===== config.mk =====
export PLATFORM = sky130hd
export DESIGN_NAME = carrier_nco
export DESIGN_NICKNAME = d
export VERILOG_FILES = /design/src/rtl/gps_pkg.sv /design/src/rtl/carrier_lut.sv /design/src/rtl/carrier_nco.sv
export SDC_FILE = /design/constraint.sdc
export NUM_CORES = 1
export LEC_CHECK = 0
export ABC_AREA = 1
export CORE_MARGIN = 1
export CORE_UTILIZATION = 57
export CTS_BUF_LIST = sky130_fd_sc_hd__clkbuf_2
export DETAILED_ROUTE_END_ITERATION = 7
export PLACE_DENSITY_LB_ADDON = 0.1
export SLEW_MARGIN = 15
export SYNTH_ARGS = -nofsm -noshare
export SYNTH_HDL_FRONTEND = slang
export SYNTH_SLANG_ARGS = --single-unit

===== constraint.sdc =====
create_clock -name clk -period 9.2 [get_ports clk]
set_clock_uncertainty 0.15 [all_clocks]
set_input_delay 2.3 -clock clk [delete_from_list [all_inputs] [get_ports clk]]
set_output_delay 2.3 -clock clk [all_outputs]
set_load 0.1 [all_outputs]

===== src/rtl/gps_pkg.sv =====
// Shared constants for the carrier NCO: widths and the 8-entry carrier LUT.
// Latency: n/a (package).
// Backpressure: n/a (package).
//
// Contents:
//   GPS_PHASE_W / GPS_CNT_W : default accumulator and cycle counter widths
//   AMP_W                   : carrier amplitude width (signed)
//   COS_LUT / SIN_LUT       : packed tables, entry k at bits [k*AMP_W +: AMP_W]
package gps_pkg;

  localparam int GPS_PHASE_W = 32;
  localparam int GPS_CNT_W   = 32;
  localparam int AMP_W       = 3;
  localparam int LUT_N       = 8;

  typedef logic signed [AMP_W-1:0] amp_t;

  // Entries listed k=7 down to k=0.
  // cos k=0..7 : +2 +2 +1 -1 -2 -2 -1 +1
  localparam logic [LUT_N*AMP_W-1:0] COS_LUT = {
    3'b001, 3'b111, 3'b110, 3'b110, 3'b111, 3'b001, 3'b010, 3'b010
  };
  // sin k=0..7 : +1 +2 +2 +1 -1 -2 -2 -1
  localparam logic [LUT_N*AMP_W-1:0] SIN_LUT = {
    3'b111, 3'b110, 3'b110, 3'b111, 3'b001, 3'b010, 3'b010, 3'b001
  };

  // LUT[0] values, used as reset/clear state of the registered outputs.
  localparam amp_t COS_K0 = COS_LUT[AMP_W-1:0];
  localparam amp_t SIN_K0 = SIN_LUT[AMP_W-1:0];

endpackage


===== src/rtl/carrier_lut.sv =====
// Combinational 3-bit phase-to-carrier lookup (cos/sin, 8 phase sectors).
// Latency: 0 cycles (pure combinational).
// Backpressure: none.
//
// Ports:
//   k       in  3      phase sector index (top bits of the accumulator)
//   cos_val out AMP_W  signed cosine sample
//   sin_val out AMP_W  signed sine sample
module carrier_lut
  import gps_pkg::*;
(
  input  logic [2:0] k,
  output amp_t       cos_val,
  output amp_t       sin_val
);

  always_comb begin
    cos_val = COS_LUT[k*AMP_W +: AMP_W];
    sin_val = SIN_LUT[k*AMP_W +: AMP_W];
  end

endmodule


===== src/rtl/carrier_nco.sv =====
// Carrier NCO: phase accumulator with loop correction, carrier cycle counter,
// epoch latch and 3-bit cos/sin output.
// Latency: phase/cos/sin update on the sample_en edge; correction takes effect
// two edges after its strobe; epoch latch result visible the next cycle.
// Backpressure: none; sample_en simply gates the accumulator.
//
// Ports:
//   clk, rst            clock, asynchronous active-high reset
//   sample_en           advance phase by freq_eff
//   freq_nominal        unsigned nominal frequency word
//   correction          signed correction word, qualified by corr_valid
//   epoch               latch running cycle count and phase
//   clear               synchronous clear (priority over everything else)
//   cos_out, sin_out    registered carrier samples
//   phase_out           accumulator phase
//   cycle_count         running cycle count latched at last epoch
//   phase_latch         phase latched at last epoch
//   cycle_valid         one-cycle pulse after an accepted epoch
module carrier_nco
  import gps_pkg::*;
#(
  parameter int PHASE_W = GPS_PHASE_W,
  parameter int CNT_W   = GPS_CNT_W
) (
  input  logic               clk,
  input  logic               rst,
  input  logic               sample_en,
  input  logic [PHASE_W-1:0] freq_nominal,
  input  logic [PHASE_W-1:0] correction,
  input  logic               corr_valid,
  input  logic               epoch,
  input  logic               clear,
  output logic [AMP_W-1:0]   cos_out,
  output logic [AMP_W-1:0]   sin_out,
  output logic [PHASE_W-1:0] phase_out,
  output logic [CNT_W-1:0]   cycle_count,
  output logic [PHASE_W-1:0] phase_latch,
  output logic               cycle_valid
);

  logic [PHASE_W-1:0] phase_q, phase_d;
  logic [PHASE_W-1:0] corr_q, corr_d;
  logic [PHASE_W-1:0] freq_eff_q, freq_eff_d;
  logic [CNT_W-1:0]   cnt_q, cnt_d;
  logic [CNT_W-1:0]   cycle_count_q, cycle_count_d;
  logic [PHASE_W-1:0] phase_latch_q, phase_latch_d;
  logic               cycle_valid_q, cycle_valid_d;
  amp_t               cos_q, cos_d;
  amp_t               sin_q, sin_d;

  logic [PHASE_W:0]   sum;
  logic               carry;

  // Extra MSB of the sum is the carry that marks one full carrier cycle.
  assign sum   = {1'b0, phase_q} + {1'b0, freq_eff_q};
  assign carry = sum[PHASE_W];

  always_comb begin
    phase_d       = phase_q;
    corr_d        = corr_q;
    cnt_d         = cnt_q;
    cycle_count_d = cycle_count_q;
    phase_latch_d = phase_latch_q;
    cycle_valid_d = 1'b0;
    // Correction term enters through corr_q, so a new correction is seen by
    // freq_eff one edge after capture and by the accumulator one edge later.
    freq_eff_d    = freq_nominal + corr_q;

    if (clear) begin
      phase_d    = '0;
      corr_d     = '0;
      cnt_d      = '0;
      freq_eff_d = freq_nominal;
    end else begin
      if (corr_valid) begin
        corr_d = correction;
      end
      if (sample_en) begin
        phase_d = sum[PHASE_W-1:0];
        cnt_d   = cnt_q + {{(CNT_W-1){1'b0}}, carry};
      end
      // Epoch captures the post-update values, including this edge's carry.
      if (epoch) begin
        cycle_count_d = cnt_d;
        phase_latch_d = phase_d;
        cycle_valid_d = 1'b1;
      end
    end
  end

  // Outputs follow the next phase so they change on the same edge as phase_q.
  carrier_lut u_lut (
    .k       (phase_d[PHASE_W-1 -: 3]),
    .cos_val (cos_d),
    .sin_val (sin_d)
  );

  always_ff @(posedge clk or posedge rst) begin
    if (rst) begin
      phase_q       <= '0;
      corr_q        <= '0;
      freq_eff_q    <= '0;
      cnt_q         <= '0;
      cycle_count_q <= '0;
      phase_latch_q <= '0;
      cycle_valid_q <= 1'b0;
      cos_q         <= COS_K0;
      sin_q         <= SIN_K0;
    end else begin
      phase_q       <= phase_d;
      corr_q        <= corr_d;
      freq_eff_q    <= freq_eff_d;
      cnt_q         <= cnt_d;
      cycle_count_q <= cycle_count_d;
      phase_latch_q <= phase_latch_d;
      cycle_valid_q <= cycle_valid_d;
      cos_q         <= cos_d;
      sin_q         <= sin_d;
    end
  end

  assign phase_out   = phase_q;
  assign cycle_count = cycle_count_q;
  assign phase_latch = phase_latch_q;
  assign cycle_valid = cycle_valid_q;
  assign cos_out     = cos_q;
  assign sin_out     = sin_q;

endmodule


Yosys cells after proc, flatten, opt, wreduce, memory -nomap -nowiden. Index checks and enable logic that the tools add are counted.

Shift-type cells: 2. Reduce and logical (&&, ||, !) cells: 2. Mux-type cells: 9. Add/sub/neg operators: 3. $mul: 1. Bitwise logic cells: 1.

Operators with widths (count): 32-bit 2-to-1 mux (7); 24-bit by 6-bit indexed part select with 3-bit output, first input constant (2); 32-bit by 32-bit adder with 33-bit output (1); 32-bit by 1-bit adder with 32-bit output (1); 32-bit adder (1); 3-bit by 2-bit multiplier with 5-bit output, second input constant (1); 1-bit 2-to-1 mux (2); 2-bit AND reduction (1); 2-bit nonzero test (1); 1-bit NOT (1).

Output and inout port bits: 103. Flip-flop bits (word level): 199. Logic and storage cells: 27. Input port bits: 70.

Depth between registers and ports, before layout. Gate-level depths: netlist of run 1.

Depth in word-level cells: 5. Gate-level depth with buffers: 24. Mapped depth without buffers: 24.

Modules after synthesis. A second synthesis of run 1 with hierarchy kept.

Cells, all modules: 1760. Area, all modules: 12459.4 um^2.

Modules (own cells, without submodules): carrier_nco (area an instance 12365.6 um^2, sequential area each 4982.3 um^2, cells each 1744, times used 1); carrier_lut (area an instance 93.8 um^2, sequential area each 0.0 um^2, cells each 16, times used 1).

Worst setup path before layout of run 1. OpenSTA, ideal clock, no wires.

Path type: input -> register. Start: in freq_nominal[0]. End: reg freq_eff_q[30]. Setup slack: 5.187 ns. Arrival: 3.745 ns. Path buffers: 0. Library setup time: 0.118 ns. Data required time: 8.932 ns. Stages: 13. Cells stage by stage: ha_1 > inv_1 > fa_1 > o21ai_2 > nand2_1 > nand2_1 > nand3_1 > nand2_1 > nand3b_1 > nand2_1 > nand2_1 > nand3_1 > nand2_1.

Longest elaborated chain between the ends: 2.

RTL lines: from (decl) (RTL line carrier_nco.sv:28) `input logic [PHASE_W-1:0] freq_nominal,`; 32-bit adder (RTL line carrier_nco.sv:67) `freq_eff_d = freq_nominal + corr_q;`; 32-bit 2-to-1 mux (RTL line carrier_nco.sv:69) `if (clear) begin`; net freq_eff_d[30] (RTL line carrier_nco.sv:43) `logic [PHASE_W-1:0] freq_eff_q, freq_eff_d;`; to (signal assigned) (RTL line carrier_nco.sv:112) `freq_eff_q <= freq_eff_d;`; to (decl) (RTL line carrier_nco.sv:43).

The timed path passes the listed nets, and every way through them passes these cells. A chain may end at the register's enable or synchronous reset.

Worst setup path after layout of run 1.
Start: reg cos_q[1], in the netlist cos_out[1]. End: out cos_out[1].

RTL lines: from (decl) (RTL line carrier_nco.sv:48) `amp_t cos_q, cos_d;`; from (signal assigned) (RTL line carrier_nco.sv:117) `cos_q <= cos_d;`; to (decl) (RTL line carrier_nco.sv:33) `output logic [AMP_W-1:0] cos_out,`.

No word-level cell between the ends.

==> results of run 1 <==
## cell usage after synthesis (6+ instances only)
cell type	count	area share (%)
a21oi_1	82	3.4
buf_1	6	0.19
buf_2	8	0.33
clkbuf_1	31	0.96
dfrtp_1	195	40
ha_1	68	7.1
inv_1	170	5.3
nand2_1	474	15
nand2_2	8	0.41
nand3_1	130	5.4
nand3b_1	10	0.62
nand4_1	15	0.78
nor2_1	155	4.8
nor3_1	10	0.41
o211ai_1	6	0.37
o21ai_0	128	5.3
o21ai_1	12	0.50
o21bai_1	10	0.62
or2_2	22	1.1
xnor2_1	25	1.8
xor2_1	19	1.4
## final cells by class
| type | count | area, sq um | share of cell area (%) |
|---|---|---|---|
| antenna | 2 | 5.00 | 0.0351 |
| clock inverter | 15 | 181 | 1.27 |
| sequential | 197 | 4930 | 34.6 |
| inverter | 173 | 657 | 4.61 |
| timing repair buffer | 177 | 1750 | 12.3 |
| tap | 270 | 338 | 2.37 |
| multi-input combinational | 1218 | 6300 | 44.2 |
| clock buffer | 17 | 85.1 | 0.597 |
## kinds of logic (layout without fill, tap and decap cells)
kind of cell | Yosys count | in the layout | share of synthesized area, %
adders and majority gates | 70 | 70 | 7.38
DFF | 197 | 197 | 40.9
and+or+nand+nor | 849 | 849 | 30.3
xor gates and xnor gates | 44 | 44 | 3.19
buffers and inverters | 220 | 382 | 6.99
muxes | 3 | 3 | 0.249
other | 0 | 2 | 0
AOI/OAI and AO/OA | 252 | 252 | 11.1
## report_power, final
group	internal, mW	switching (mW)	leakage (nW)
Clock	0.0964	0.347	0.149
Combinational	0.299	0.809	4.31
Sequential	0.948	0.0611	2.57
Total	1.34	1.22	7.04
## sequential cells by signal, summed over array words and instances (netlist names)
name         cells
phase_out       31
sin_out          2
cycle_count     32
freq_eff_q      32
corr_q          32
cnt_q           32
phase_latch     32
cycle_valid      1
cos_out          3
## final timing paths
path,startpoint,to,slack (ns),cells after the start
max in group asynchronous,rst,phase_out[29],5.62,3
setup / recovery,cos_out[1],cos_out[1],4.24,1
setup reg to reg,phase_out[0],cnt_q[27],5.30,19
hold reg to reg,phase_latch[21],phase_latch[21],0.37,2
min in group asynchronous,rst,freq_eff_q[2],1.90,2
hold / removal,phase_latch[21],phase_latch[21],0.37,2
## stage by stage
step                instances  setup slack (ns)  area, sq um  total power, mW  hold WS (ns)
finish                   2069              4.24        14200             2.56         0.374
floorplan                1635              1.38        12100             1.83         0.357
detailed placement       2035              4.18        14000             2.13         0.316
CTS                      2067              4.19        14200             2.57         0.372
global route             2069              4.12        14200             2.70         0.403
global placement         2035              4.29        14000             2.11         0.314
## metal layers
layer | part of all wire (%) | routed length, um
met1 | 44 | 14000
met5 | 0 | 0
met3 | 4.4 | 1420
met4 | 2.6 | 822
met2 | 49 | 15700
==> impl_metrics.env, run 1 <==
export IMPL_final_antenna_net_count=0
export IMPL_place_detailed_hpwl_um=25200
export IMPL_globalRouteTotalUtil_pct=30.6
export IMPL_dieHeight_um=147
export IMPL_cts_htree_levels=4
export IMPL_dieArea_sq_um=21800
export IMPL_crit_fanout=1
export IMPL_crit_type="reg -> out"
export IMPL_grt_pass1_vias=10800
export IMPL_cpMaxStageDelayCell="clkdlybuf4s50_1"
export IMPL_status="finished, final reports clean"
export IMPL_coreArea_sq_um=20500
export IMPL_fin_crit_sh_pct=53.9
export IMPL_synthCells=1635
export IMPL_gr_total_overflow=0
export IMPL_fin_tns_setup_ns=0
export IMPL_start_util_pct=58.9
export IMPL_cp_top_family="buffers and inverters"
export IMPL_wire_per_inst_um=15.4
export IMPL_start_kind="register"
export IMPL_crit_buf_inv=1
export IMPL_post_cts_resized=0
export IMPL_antenna_found_initial=1
export IMPL_ys_seq_area_share_pct=40.9
export IMPL_synth_edf_count=0
export IMPL_grt_max_degree=131
export IMPL_fin_crit_ns=4.96
export IMPL_cts_sinks=197
export IMPL_avgSynthCellArea_sq_um=7.38
export IMPL_use_met3_pct=4.63
export IMPL_finalSetupViolations=0
export IMPL_routed_wl_um=31900
export IMPL_route_detailed_drc=0
export IMPL_fmax_mhz=202
export IMPL_rsz0062_at_grt="false"
export IMPL_synth_ff_type="dfrtp_1"
export IMPL_io_pins=173
export IMPL_synth_area_sq_um=12100
export IMPL_clk_latency_ns=0.80
export IMPL_syn_num_nets=1775
export IMPL_io_buffers=172
export IMPL_first_iter_violations=658
export IMPL_clk_pin_slew_ns=0.33
export IMPL_end_kind="output port"
export IMPL_synth_distinct_cells=43
export IMPL_cp_arrival_ns=2.51
export IMPL_clockBufferDepth=2
export IMPL_grt_pass1_wl_um=52500
export IMPL_layout_commonest_cell="nand2_1"
export IMPL_drive_gt1_share_pct=5.29
export IMPL_cts_setup_buffers=0
export IMPL_via_per_inst=5.40
export IMPL_max_slew_worst_pin_slew_ns=1.06
export IMPL_holdBufCountCts=0
export IMPL_slew_headroom_pct=29.3
export IMPL_powerDensity_nw_per_um2=180
export IMPL_drtPass1Iterations=8
export IMPL_cp_required_ns=6.75
export IMPL_synth_warning_count=0
export IMPL_fill_cells=1771
export IMPL_cp_cell_sequence="clkdlybuf4s50_1"
export IMPL_met1_usage_pct=40.1
export IMPL_fin_nets=1924
export IMPL_die_w_um=147
export IMPL_final_cell_mix="nand2_1 (473), dfrtp_1 (195), clkdlybuf4s50_1 (170)"
export IMPL_final_util_pct=69.5
export IMPL_hp_class="reg -> reg"
export IMPL_ys_ff_latch=197
export IMPL_grt_util_met2_pct=51.9
export IMPL_maxCapViolations=0
export IMPL_hold_viol=0
export IMPL_cts_made_buffers=17
export IMPL_async_reset_ff_share_pct=100
export IMPL_cts_root_buf="clkbuf_2"
export IMPL_fp_row_count=52
export IMPL_drv_slew=0
export IMPL_place_congestion=0.908
export IMPL_cts_tree="yes"
export IMPL_max_stage_delay_ns=1.12
export IMPL_power_leakage_nw=7.04
export IMPL_busiest_layer="met2"
export IMPL_ir_drop_mv=0.125
export IMPL_num_vias=11200
export IMPL_syn_to_final_growth_pct=18.1
Note: power is estimated with default switching activity, not from simulation.
==> run 2, diff against run 1 <==
--- a/config.mk
+++ b/config.mk
@@ -7,7 +7,7 @@
 export LEC_CHECK = 0
 export ABC_AREA = 1
 export CORE_MARGIN = 1
-export CORE_UTILIZATION = 57
+export CORE_UTILIZATION = 52
 export CTS_BUF_LIST = sky130_fd_sc_hd__clkbuf_2
 export DETAILED_ROUTE_END_ITERATION = 7
 export PLACE_DENSITY_LB_ADDON = 0.1
==> constraint.sdc (replaced) <==
create_clock -name clk -period 4.1 [get_ports clk]
set_clock_uncertainty 0.15 [all_clocks]
set_input_delay 1.025 -clock clk [delete_from_list [all_inputs] [get_ports clk]]
set_output_delay 1.025 -clock clk [all_outputs]
set_load 0.1 [all_outputs]
==> run 2 against run 1 <==
Compared with the run above:
- global-route usage down 2.2 points
- sequential power up 120%
- hold slack worse by 0.0044 ns
- clock power up 130%
- register-to-register slack worse by 4.9 ns
- via count down 0.46%
- flip-flop and latch count unchanged
- largest power group unchanged
- die area up 9.5%
- critical path type is now reg -> reg
==> impl_metrics.env, run 2 (synthesized netlist as in run 1, its figures left out) <==
export IMPL_status="finished, final reports clean"
export IMPL_cts_sinks=197
export IMPL_cts_root_buf="clkbuf_2"
export IMPL_fin_crit_ns=3.74
export IMPL_cts_made_buffers=17
export IMPL_place_detailed_hpwl_um=26000
export IMPL_drtPass1Iterations=6
export IMPL_place_congestion=0.876
export IMPL_grt_max_degree=118
export IMPL_busiest_layer="met2"
export IMPL_wire_per_inst_um=15.7
export IMPL_clockBufferDepth=2
export IMPL_start_kind="register"
export IMPL_io_pins=173
export IMPL_hold_viol=0
export IMPL_fin_crit_sh_pct=91.2
export IMPL_cts_tree="yes"
export IMPL_p_comb_share_pct=43.2
export IMPL_fin_nets=1930
export IMPL_start_util_pct=53.1
export IMPL_grt_util_met2_pct=47.3
export IMPL_p_clk_share_pct=17.9
export IMPL_seqPwrFrac_pct=38.9
export IMPL_antenna_found_initial=1
export IMPL_drv_slew=0
export IMPL_power_leakage_nw=7.13
export IMPL_syn_to_final_growth_pct=19.1
export IMPL_cp_required_ns=4.58
export IMPL_globalRouteTotalUtil_pct=28.4
export IMPL_final_cell_mix="nand2_1 (473), dfrtp_1 (195), inv_1 (169)"
export IMPL_end_kind="register"
export IMPL_fmax_mhz=267
export IMPL_drive_gt1_share_pct=6.16
export IMPL_swShare_pct=47.9
export IMPL_cts_setup_buffers=0
export IMPL_finalSetupViolations=0
export IMPL_layout_commonest_cell="nand2_1"
export IMPL_hp_class="reg -> reg"
export IMPL_clk_latency_ns=0.84
export IMPL_crit_fanout=4
export IMPL_cts_htree_levels=4
export IMPL_dieArea_sq_um=23800
export IMPL_route_detailed_drc=0
export IMPL_grt_pass1_vias=10400
export IMPL_powerDensity_nw_per_um2=405
export IMPL_cp_arrival_ns=4.22
export IMPL_fin_tns_setup_ns=0
export IMPL_num_vias=11100
export IMPL_ir_drop_mv=0.266
export IMPL_die_w_um=154
export IMPL_final_antenna_net_count=0
export IMPL_maxCapViolations=0
export IMPL_coreArea_sq_um=22700
export IMPL_io_buffers=172
export IMPL_p_sw_mw=2.78
export IMPL_first_iter_violations=686
export IMPL_grt_pass1_wl_um=53300
export IMPL_clk_pin_slew_ns=0.36
export IMPL_met1_usage_pct=40.2
export IMPL_dieHeight_um=154
export IMPL_slew_headroom_pct=31.1
export IMPL_gr_total_overflow=0
export IMPL_routed_wl_um=32900
export IMPL_fp_row_count=55
export IMPL_fill_cells=2096
export IMPL_via_per_inst=5.32
export IMPL_crit_type="reg -> reg"
export IMPL_max_slew_worst_pin_slew_ns=1.03
export IMPL_fin_hold_ws_ns=0.369
export IMPL_intPower_mw=3.03
export IMPL_use_met3_pct=2.63
[run 2: worst max-delay path, cell delays in order, from the launching register on]
cell	delay, ns
dfrtp_1	0.46
ha_1	0.18
inv_1	0.05
fa_1	0.39
inv_1	0.09
nand2_1	0.11
o21ai_4	0.23
nand2_1	0.11
nand3_2	0.14
nand3_2	0.12
nand2_1	0.11
nand4_1	0.10
nand3_2	0.12
ha_1	0.19
ha_2	0.20
nand3_1	0.07
nor2_1	0.11
nand2_1	0.06
inv_1	0.12
nand2_1	0.13
inv_1	0.12
nand3_1	0.07
nand2_1	0.09
a21oi_1	0.07
[run 2: power by group through the flow]
| stage | Clock, mW | Combinational, mW | Sequential [mW] |
|---|---|---|---|
| after floorplan | 0 | 0.978 | 3.14 |
| after global placement | 0 | 2.48 | 2.29 |
| after detailed placement | 0 | 2.50 | 2.29 |
| after CTS | 1.06 | 2.51 | 2.26 |
| after global routing | 1.14 | 2.71 | 2.28 |
| final | 1.04 | 2.51 | 2.26 |
[run 2: final timing paths]
check / endpoint / slack [ns] / cells after the start / start
setup / recovery: cnt_q[30] / 0.36 / 23 / phase_out[0]
hold reg to reg: phase_latch[20] / 0.37 / 2 / phase_latch[20]
min in group asynchronous: cycle_count[14] / 0.45 / 3 / rst
setup reg to reg: cnt_q[30] / 0.36 / 23 / phase_out[0]
max in group asynchronous: freq_eff_q[23] / 2.70 / 3 / rst
hold / removal: phase_latch[20] / 0.37 / 2 / phase_latch[20]
[run 2: cell type report]
class / instances / area [sq um] / area share [%]
Antenna cell: 1 / 2.50 / 0.0174
Clock buffer: 17 / 85.1 / 0.592
Clock inverter: 15 / 194 / 1.35
Inverter: 173 / 653 / 4.55
Multi-Input combinational cell: 1218 / 6340 / 44.1
Sequential cell: 197 / 4930 / 34.3
Tap cell: 285 / 357 / 2.48
Timing Repair Buffer: 183 / 1800 / 12.5
[run 2: per-layer routing]
| layer | routed length [um] | up-vias |
|---|---|---|
| met4 | 420 | 0 |
| met1 | 15400 | 5197 |
| li1 | - | 5626 |
| met3 | 1340 | 29 |
| met5 | 0 | - |
| met2 | 15700 | 266 |
[run 2: timing repair]
action	4_1_cts	5_1_grt
setup endpoints to repair	0	26
gates resized for setup	0	9
hold buffers	0	0
[run 2: per-stage QoR]
step | area [sq um] | setup slack, ns | utilization (%) | cells | total power, mW
after detailed placement | 14000 | 0.242 | 61.8 | 2056 | 4.80
after global routing | 14400 | -0.00306 | 63.3 | 2089 | 6.13
final | 14400 | 0.360 | 63.3 | 2089 | 5.81
after CTS | 14300 | 0.227 | 63.1 | 2088 | 5.83
after floorplan | 12100 | 0.301 | - | 1635 | 4.12
after global placement | 14000 | 0.312 | 61.8 | 2056 | 4.77
==> run 3, diff against run 2 <==
--- a/config.mk
+++ b/config.mk
@@ -6,6 +6,7 @@
 export NUM_CORES = 1
 export LEC_CHECK = 0
 export ABC_AREA = 1
+export CORE_ASPECT_RATIO = 2
 export CORE_MARGIN = 1
 export CORE_UTILIZATION = 52
 export CTS_BUF_LIST = sky130_fd_sc_hd__clkbuf_2
==> run 3 against run 2 <==
Compared with the run above:
- via count is 3.3% higher
- hold slack worse by 0.0060 ns
- cell count hardly changed
- sequential share of layout area hardly changed
- wire length is 20% higher
- power is 2.8% higher
- setup slack worse by 0.076 ns
- critical path type is now reg -> out
- highest routed layer unchanged
==> impl_metrics.env, run 3 (synthesized netlist as in run 1, its figures left out) <==
export IMPL_status="finished, final reports clean"
export IMPL_io_buffers=172
export IMPL_start_kind="register"
export IMPL_drtPass1Iterations=7
export IMPL_end_kind="output port"
export IMPL_grt_pass1_vias=11600
export IMPL_fp_row_count=78
export IMPL_cts_made_buffers=17
export IMPL_cts_htree_levels=4
export IMPL_route_detailed_drc=0
export IMPL_use_met3_pct=4.96
export IMPL_clk_pin_slew_ns=0.29
export IMPL_dieHeight_um=217
export IMPL_grt_max_degree=122
export IMPL_start_util_pct=53.1
export IMPL_layout_commonest_cell="nand2_1"
export IMPL_hp_class="reg -> reg"
export IMPL_crit_buf_inv=1
export IMPL_coreArea_sq_um=22700
export IMPL_first_iter_violations=583
export IMPL_clockBufferDepth=2
export IMPL_clk_latency_ns=0.90
export IMPL_fill_cells=2113
export IMPL_dieArea_sq_um=23900
export IMPL_cts_root_buf="clkbuf_2"
export IMPL_fmax_mhz=262
export IMPL_maxCapViolations=0
export IMPL_grt_util_met2_pct=65.1
export IMPL_met1_usage_pct=33.0
export IMPL_antenna_found_initial=1
export IMPL_cp_cell_sequence="clkdlybuf4s50_1"
export IMPL_post_cts_resized=0
export IMPL_place_detailed_hpwl_um=31400
export IMPL_cp_arrival_ns=2.64
export IMPL_max_slew_worst_pin_slew_ns=1.16
export IMPL_cts_tree="yes"
export IMPL_grt_pass1_wl_um=60300
export IMPL_rrSetupSlack_ns=0.33
export IMPL_cpMaxStageDelayCell="clkdlybuf4s50_1"
export IMPL_gr_total_overflow=0
export IMPL_wire_per_inst_um=18.9
export IMPL_die_w_um=110
export IMPL_pre_cts_ws_ns=0.347
export IMPL_cp_required_ns=2.92
export IMPL_globalRouteTotalUtil_pct=34.7
export IMPL_cts_setup_buffers=0
export IMPL_crit_type="reg -> out"
export IMPL_finalSetupViolations=0
export IMPL_drive_gt1_share_pct=6.25
export IMPL_drv_slew=0
export IMPL_slew_headroom_pct=22.3
export IMPL_cts_sinks=197
export IMPL_fin_tns_setup_ns=0
export IMPL_fin_crit_ns=3.82
export IMPL_register_area_sq_um=4930
export IMPL_worst_slack_ns=0.283
export IMPL_multi_input_area_sq_um=6300
export IMPL_cp_top_family="buffers and inverters"
export IMPL_max_stage_delay_ns=1.27
export IMPL_final_antenna_net_count=0
export IMPL_holdBufCountCts=0
export IMPL_via_per_inst=5.50
export IMPL_num_vias=11500
export IMPL_rsz0062_at_grt="false"
export IMPL_fin_nets=1934
export IMPL_io_pins=173
export IMPL_syn_to_final_growth_pct=19.2
export IMPL_powerDensity_nw_per_um2=415
export IMPL_crit_fanout=4
export IMPL_power_leakage_nw=7.13
export IMPL_place_congestion=1.04
export IMPL_final_cell_mix="nand2_1 (473), dfrtp_1 (195), inv_1 (169)"
export IMPL_ir_drop_mv=0.555
export IMPL_fin_crit_sh_pct=93.1
export IMPL_busiest_layer="met2"
export IMPL_routed_wl_um=39400
export IMPL_fin_hold_ws_ns=0.363
export IMPL_hold_viol=0
run 3: power breakdown:
group,switching [mW],internal [mW]
Sequential,0.140,2.13
Clock,0.762,0.375
Combinational,1.89,0.682
run 3: routing by layer:
metal / vias up / share of wire, % / routed length (um)
li1: 5596 / - / -
met1: 5426 / 34 / 13400
met2: 337 / 55 / 21500
met3: 129 / 3.5 / 1390
met4: 0 / 7.9 / 3100
met5: - / 0 / 0
run 3: cell type report:
type	instances	share of cell area [%]
well taps	280	2.44
inverters	173	4.54
flip-flops and latches	197	34.3
clock buffers	17	0.592
multi-input cells	1218	43.8
repair buffers	187	12.8
diodes	1	0.0174
clock inverters	15	1.53
run 3: final timing paths:
check / start / endpoint / depth (start not counted)
setup / recovery: phase_out[1] / phase_out[1] / 1
min in group asynchronous: rst / cycle_count[18] / 3
max in group asynchronous: rst / phase_out[14] / 3
hold / removal: phase_latch[9] / phase_latch[9] / 2
hold reg to reg: phase_latch[9] / phase_latch[9] / 2
setup reg to reg: phase_out[0] / cycle_count[12] / 22
run 3: stage by stage:
step	power [mW]	util (%)	cell area (sq um)	instances
2_1_floorplan	4.12	-	12100	1635
3_3_place_gp	4.83	61.9	14100	2055
3_5_place_dp	4.86	61.9	14100	2055
4_1_cts	5.99	63.2	14400	2087
5_1_grt	6.27	63.3	14400	2088
6_report	5.98	63.3	14400	2088
